## config.mk

```make
export PLATFORM = sky130hd
export DESIGN_NAME = sc_transition_count_scheduler
export DESIGN_NICKNAME = d
export VERILOG_FILES = /design/src/rtl/sc_transition_count_scheduler.sv
export SDC_FILE = /design/constraint.sdc
export NUM_CORES = 1
export LEC_CHECK = 0
export CAP_MARGIN = 20
export CELL_PAD_IN_SITES_DETAIL_PLACEMENT = 1
export CELL_PAD_IN_SITES_GLOBAL_PLACEMENT = 1
export CORE_ASPECT_RATIO = 0.7
export CORE_MARGIN = 3
export CORE_UTILIZATION = 30
export DETAILED_ROUTE_END_ITERATION = 16
export PLACE_DENSITY = 0.77
export SLEW_MARGIN = 20
export SYNTH_ARGS = -nofsm -noshare
export SYNTH_HDL_FRONTEND = slang
export SYNTH_SLANG_ARGS = --single-unit
```

## constraint.sdc

```tcl
create_clock -name SC_upTRANSITIONCOUNTER1_CLOCK_50 -period 1.65 [get_ports SC_upTRANSITIONCOUNTER1_CLOCK_50]
set_input_delay 0.165 -clock SC_upTRANSITIONCOUNTER1_CLOCK_50 [delete_from_list [all_inputs] [get_ports SC_upTRANSITIONCOUNTER1_CLOCK_50]]
set_output_delay 0.165 -clock SC_upTRANSITIONCOUNTER1_CLOCK_50 [all_outputs]
set_load 0.1 [all_outputs]
```

## src/rtl/sc_transition_count_scheduler.sv

```systemverilog
// sc_transition_count_scheduler
// Round-robin arbiter for game-event increment requests. The granted amount is
// turned into a train of active-low enable pulses for the shared up-counter.
// The result is then compared with a level threshold. On a hit the counter is
// cleared and the level register advances.

module sc_transition_count_scheduler #(
   parameter int DATAWIDTH = 8,
   parameter int REQ_N     = 2,
   parameter int AMT_W     = 4,
   parameter int THRESHOLD = 10,
   parameter int LEVEL_W   = 3
) (
   input  logic                     SC_upTRANSITIONCOUNTER1_CLOCK_50,
   input  logic                     SC_upTRANSITIONCOUNTERR1_RESET_InHigh,
   input  logic [REQ_N-1:0]         req_InBUS,
   input  logic [REQ_N*AMT_W-1:0]   amount_InBUS,
   input  logic [DATAWIDTH-1:0]     count_InBUS,
   output logic                     upcount_OutLow,
   output logic                     clear_OutHigh,
   output logic [REQ_N-1:0]         grant_OutBUS,
   output logic [REQ_N-1:0]         done_OutBUS,
   output logic                     levelup_OutHigh,
   output logic [LEVEL_W-1:0]       level_OutBUS,
   output logic                     busy_OutHigh
);

   localparam int                   PTR_W      = (REQ_N > 1) ? $clog2(REQ_N) : 1;
   localparam logic [PTR_W-1:0]     LAST_IDX   = PTR_W'(REQ_N - 1);
   localparam logic [DATAWIDTH:0]   THRESH_EXT = (DATAWIDTH + 1)'(THRESHOLD);
   localparam logic [LEVEL_W-1:0]   LEVEL_MAX  = {LEVEL_W{1'b1}};

   typedef enum logic [2:0] {
      ST_IDLE,
      ST_COUNT,
      ST_CHECK,
      ST_CLEAR,
      ST_DONE
   } state_t;

   state_t               state_q, state_d;
   logic [REQ_N-1:0]     grant_q, grant_d;
   logic [REQ_N-1:0]     done_q, done_d;
   logic [AMT_W-1:0]     rem_q, rem_d;
   logic [PTR_W-1:0]     ptr_q, ptr_d;
   logic [LEVEL_W-1:0]   level_q, level_d;
   logic                 clear_q, clear_d;
   logic                 levelup_q, levelup_d;

   logic                 win_found;
   logic [PTR_W-1:0]     win_idx;
   logic [PTR_W-1:0]     cand;
   logic [AMT_W-1:0]     win_amt;
   logic [REQ_N-1:0]     win_onehot;
   logic [PTR_W-1:0]     served_idx;
   logic                 count_sat;
   logic                 count_hit;

   assign count_sat = &count_InBUS;
   assign count_hit = ({1'b0, count_InBUS} >= THRESH_EXT);

   // Round-robin search: first requesting source after the pointer, wrapping
   always_comb begin
      win_found = 1'b0;
      win_idx   = '0;
      cand      = ptr_q;
      for (int k = 0; k < REQ_N; k++) begin
         cand = (cand == LAST_IDX) ? '0 : cand + PTR_W'(1);
         if (!win_found && req_InBUS[cand]) begin
            win_found = 1'b1;
            win_idx   = cand;
         end
      end
   end

   // Winner amount/one-hot selection and the index of the source in service
   always_comb begin
      win_amt    = '0;
      win_onehot = '0;
      served_idx = ptr_q;
      for (int i = 0; i < REQ_N; i++) begin
         if (win_idx == PTR_W'(i)) begin
            win_amt       = amount_InBUS[i*AMT_W +: AMT_W];
            win_onehot[i] = win_found;
         end
         if (grant_q[i]) begin
            served_idx = PTR_W'(i);
         end
      end
   end

   // State and output flops; a reset aborts any service in progress
   always_ff @(posedge SC_upTRANSITIONCOUNTER1_CLOCK_50 or posedge SC_upTRANSITIONCOUNTERR1_RESET_InHigh) begin
      if (SC_upTRANSITIONCOUNTERR1_RESET_InHigh) begin
         state_q   <= ST_IDLE;
         grant_q   <= '0;
         done_q    <= '0;
         rem_q     <= '0;
         ptr_q     <= LAST_IDX;
         level_q   <= '0;
         clear_q   <= 1'b0;
         levelup_q <= 1'b0;
      end else begin
         state_q   <= state_d;
         grant_q   <= grant_d;
         done_q    <= done_d;
         rem_q     <= rem_d;
         ptr_q     <= ptr_d;
         level_q   <= level_d;
         clear_q   <= clear_d;
         levelup_q <= levelup_d;
      end
   end

   // Next-state sequencing of a single service
   always_comb begin
      state_d = state_q;
      case (state_q)
         ST_IDLE: begin
            if (win_found) begin
               state_d = (win_amt != '0) ? ST_COUNT : ST_CHECK;
            end
         end
         ST_COUNT: begin
            if (rem_q == AMT_W'(1)) begin
               state_d = ST_CHECK;
            end
         end
         ST_CHECK: state_d = count_hit ? ST_CLEAR : ST_DONE;
         ST_CLEAR: state_d = ST_DONE;
         ST_DONE:  state_d = ST_IDLE;
         default:  state_d = ST_IDLE;
      endcase
   end

   // Datapath and registered outputs, computed from the upcoming state so the
   // clear line (an async reset into the counter) comes straight off a flop
   always_comb begin
      grant_d = grant_q;
      rem_d   = rem_q;
      ptr_d   = ptr_q;
      level_d = level_q;
      case (state_q)
         ST_IDLE: begin
            if (win_found) begin
               grant_d = win_onehot;
               rem_d   = win_amt;
            end
         end
         ST_COUNT: rem_d = rem_q - AMT_W'(1);
         ST_CLEAR: begin
            if (level_q != LEVEL_MAX) begin
               level_d = level_q + LEVEL_W'(1);
            end
         end
         ST_DONE: begin
            ptr_d   = served_idx;
            grant_d = '0;
         end
         default: ;
      endcase
      clear_d   = (state_d == ST_CLEAR);
      levelup_d = (state_d == ST_CLEAR);
      done_d    = (state_d == ST_DONE) ? grant_d : '0;
   end

   assign upcount_OutLow  = !((state_q == ST_COUNT) && !count_sat);
   assign clear_OutHigh   = clear_q;
   assign levelup_OutHigh = levelup_q;
   assign grant_OutBUS    = grant_q;
   assign done_OutBUS     = done_q;
   assign level_OutBUS    = level_q;
   assign busy_OutHigh    = (state_q != ST_IDLE);

endmodule
```

==> results <==
layer usage:
metal,routed length [um],share of wire (%)
met1,1130,43
met2,1270,49
met3,169,6.5
met4,38,1.5
met5,0,0
final cells by class:
| type | count | area, sq um |
|---|---|---|
| fillers | 294 | 1180 |
| inverters | 4 | 15.0 |
| repair buffers | 38 | 470 |
| flip-flops and latches | 16 | 410 |
| multi-input cells | 60 | 503 |
| well taps | 34 | 42.5 |
| clock buffers | 4 | 45.0 |
state kept, by name, indices dropped and copies added, names as in the netlist:
signal / count
rem_q: 4
state_q: 3
grant_OutBUS: 2
level_OutBUS: 3
done_OutBUS: 2
ptr_q: 1
levelup_OutHigh: 1
critical path: stages, from the launching register on:
cell,delay (ns)
dfrtp_1,0.38
buf_4,0.16
nor3b_2,0.15
buf_4,0.17
o21ai_2,0.08
buf_12,0.19
where the power goes:
group	switching (mW)	internal [mW]	total, mW
Combinational	1.35	0.908	2.26
Clock	0.136	0.171	0.307
Sequential	0.198	0.586	0.784
kinds of logic (layout without fill, tap and decap cells):
family          after synthesis  count (layout)
buf+inv                       7              46
flops                        16              16
compound gates               18              18
simple gates                 29              29
xor+xnor                      2               2
mux                           7               7
fa+ha+maj                     4               4
per-stage QoR:
stage | hold slack, ns | std cells
2_1_floorplan | 0.0780 | 83
4_1_cts | 0.251 | 156
6_report | 0.229 | 156
5_1_grt | 0.291 | 156
3_3_place_gp | 0.486 | 152
3_5_place_dp | 0.516 | 152
Yosys cell counts, types with 2 or more instances:
library cell / n / area [sq um]
a211oi_1: 2 / 15.0
buf_4: 2 / 15.0
inv_1: 4 / 15.0
mux2i_1: 4 / 40.0
nand4_1: 2 / 12.5
ha_1: 4 / 50.1
a21oi_1: 4 / 20.0
nor4_1: 4 / 25.0
nand2_1: 2 / 7.51
nor3b_2: 2 / 25.0
o21ai_0: 2 / 10.0
nor3_1: 2 / 10.0
dfrtp_1: 15 / 375
nor2b_1: 2 / 12.5
nand2b_1: 2 / 12.5
o21ai_1: 2 / 10.0
nor2_1: 5 / 18.8
mux2_1: 2 / 22.5
final timing paths:
check | from | to | cells after the start
max in group asynchronous | SC_upTRANSITIONCOUNTERR1_RESET_InHigh | ptr_q | 3
hold / removal | SC_upTRANSITIONCOUNTERR1_RESET_InHigh | rem_q[0] | 2
setup reg to reg | level_OutBUS[1] | level_OutBUS[1] | 4
setup / recovery | state_q[0] | upcount_OutLow | 5
min in group SC_upTRANSITIONCOUNTER1_CLOCK_50 | state_q[2] | state_q[1] | 1
hold reg to reg | state_q[2] | state_q[1] | 1
cell usage in the layout (no fill, tap or decap), drive strengths merged, types with 2 or more instances in the layout:
cell / n
mux2: 3
nor2b: 2
nand2b: 2
nand2: 2
a21oi: 4
or3: 2
buf: 19
mux2i: 4
inv: 4
nor4: 4
nand4: 2
nor2: 7
clkbuf: 4
o21ai: 4
dfrtp: 15
nor3: 2
ha: 4
nor3b: 2
clkdlybuf4s50: 19
a211oi: 2
==> reports/metrics.csv <==
stage,metric,value,unit
synthesis,synth-compound-area-share,13.9,%
synthesis,synth_mux_area_share,8.17,%
grt,grt_start_max_net_pins,12,
placed_design,port_buffers,30,
layout,drive_gt1_share,31.1,%
setup_path,cp-end-kind,output port,
setup_path,worst-path-max-fanout,9,
grt,gr-total-overflow,0,
route,first_pass_iters,4,
route,drtIter0Drc,30,
synthesis,synth_ff_type,dfrtp_1,
route,antenna_left,0,
run_status,status,completed,
grt,grt_pass1_wl,4370,um
hold_path,hold_class,in -> async,
setup_path,path_class,reg -> out,
timing,slew_violations,0,
timing,final-setup-viol-count,0,
grt,antenna_found_initial,0,
synthesis,synth_area_per_cell,10.9,sq um
power,total_power,3.35,mW
flow_run,max_cap_viol_count,0,
clock_network,cts_tree,done,
synthesis,syn-cell-area,903,sq um
clock_network,clockBufferDepth,2,
setup_path,worstPathArrival,1.40,ns
synthesis,synth_edf_count,0,
die,start_util,33.9,%
die,core-area,0.00267,sq mm
clock_network,cts_made_buffers,3,
grt,met1_usage,19.4,%
placed_design,place_hpwl,2090,um
synthesis,synth_nets,107,
grt,busiest_layer,met2,
die,die_h,51.9,um
synthesis,seq_area_frac_synth,44.5,%
clock_network,worst_skew_pair.late_latency,0.25,ns
timing,relSlewSlack,69.1,%
timing,fmax,639,MHz
placed_design,dp_slack,-0.0472,ns
synthesis,ys_async_sr_fraction,100,%
timing,max_slew.worst_pin.slew,0.462,ns
grt,use_met2,27.0,%
clock_network,htreeDepth,1,
timing,hold_violations,0,
layout,stdcell_area,0.00149,sq mm
placed_design,gp_congestion,0.735,
synthesis,ys_types,39,
layout,syn_to_final_growth,64.5,%
timing,final.min_clock_period,1.56,ns
die,die_w,71.6,um
route,viasPerCell,5.18,
route,routedWlPerCell,16.7,um
synthesis,synth.ff_latch_count,16,
die,io_pins,31,
clock_network,hold_buffers,0,
power,powerDensity,2250,mW/mm^2
grt,grt_pass1_vias,908,
route,postRouteWirelength,2610,um
setup_path,reg2reg_slack,0.11,ns
synthesis,synth_xor_area_share,1.94,%
die,fp-row-count,15,
clock_network,cts_resized,0,
clock_network,cts.clk_slew.worst_paths,0.07,ns
layout,num_antenna_cells,0,
route,vias,808,
setup_path,cp-start-kind,flip-flop,
power,power_leakage,0.626,nW
route,drcViolationCount,0,
clock_network,cts_num_sinks,16,
timing,rsz0062_at_grt,false,
placed_design,placed_area,0.00144,sq mm
clock_network,cts-root-buf,clkbuf_8,
layout,final_nets,147,
grt,grt.total_usage,15.6,%
synthesis,synthSimpleGateAreaFrac,21.5,%
timing,finClkSkew,0.00856,ns
grt,use_met3,2.32,%
power,vdd.ir_drop.worst,1080,uV
timing,post-route-period-util,94.8,%
synthesis,synthCells,83,
layout,finish.utilization,55.8,%
setup_path,cp.required,1.48,ns
synthesis,synth_top_family_by_area,simple AND/OR/NAND/NOR gates,
die,die_area,0.00372,sq mm
clock_network,post_cts_buffers,0,
timing,worst_slack,0.0853,ns
timing,fin_tns_setup,0,ns
synthesis,synth_fa_ha_area_share,5.54,%
synthesis,yosys_warnings,0,
Power figures use the tool's default switching activity.
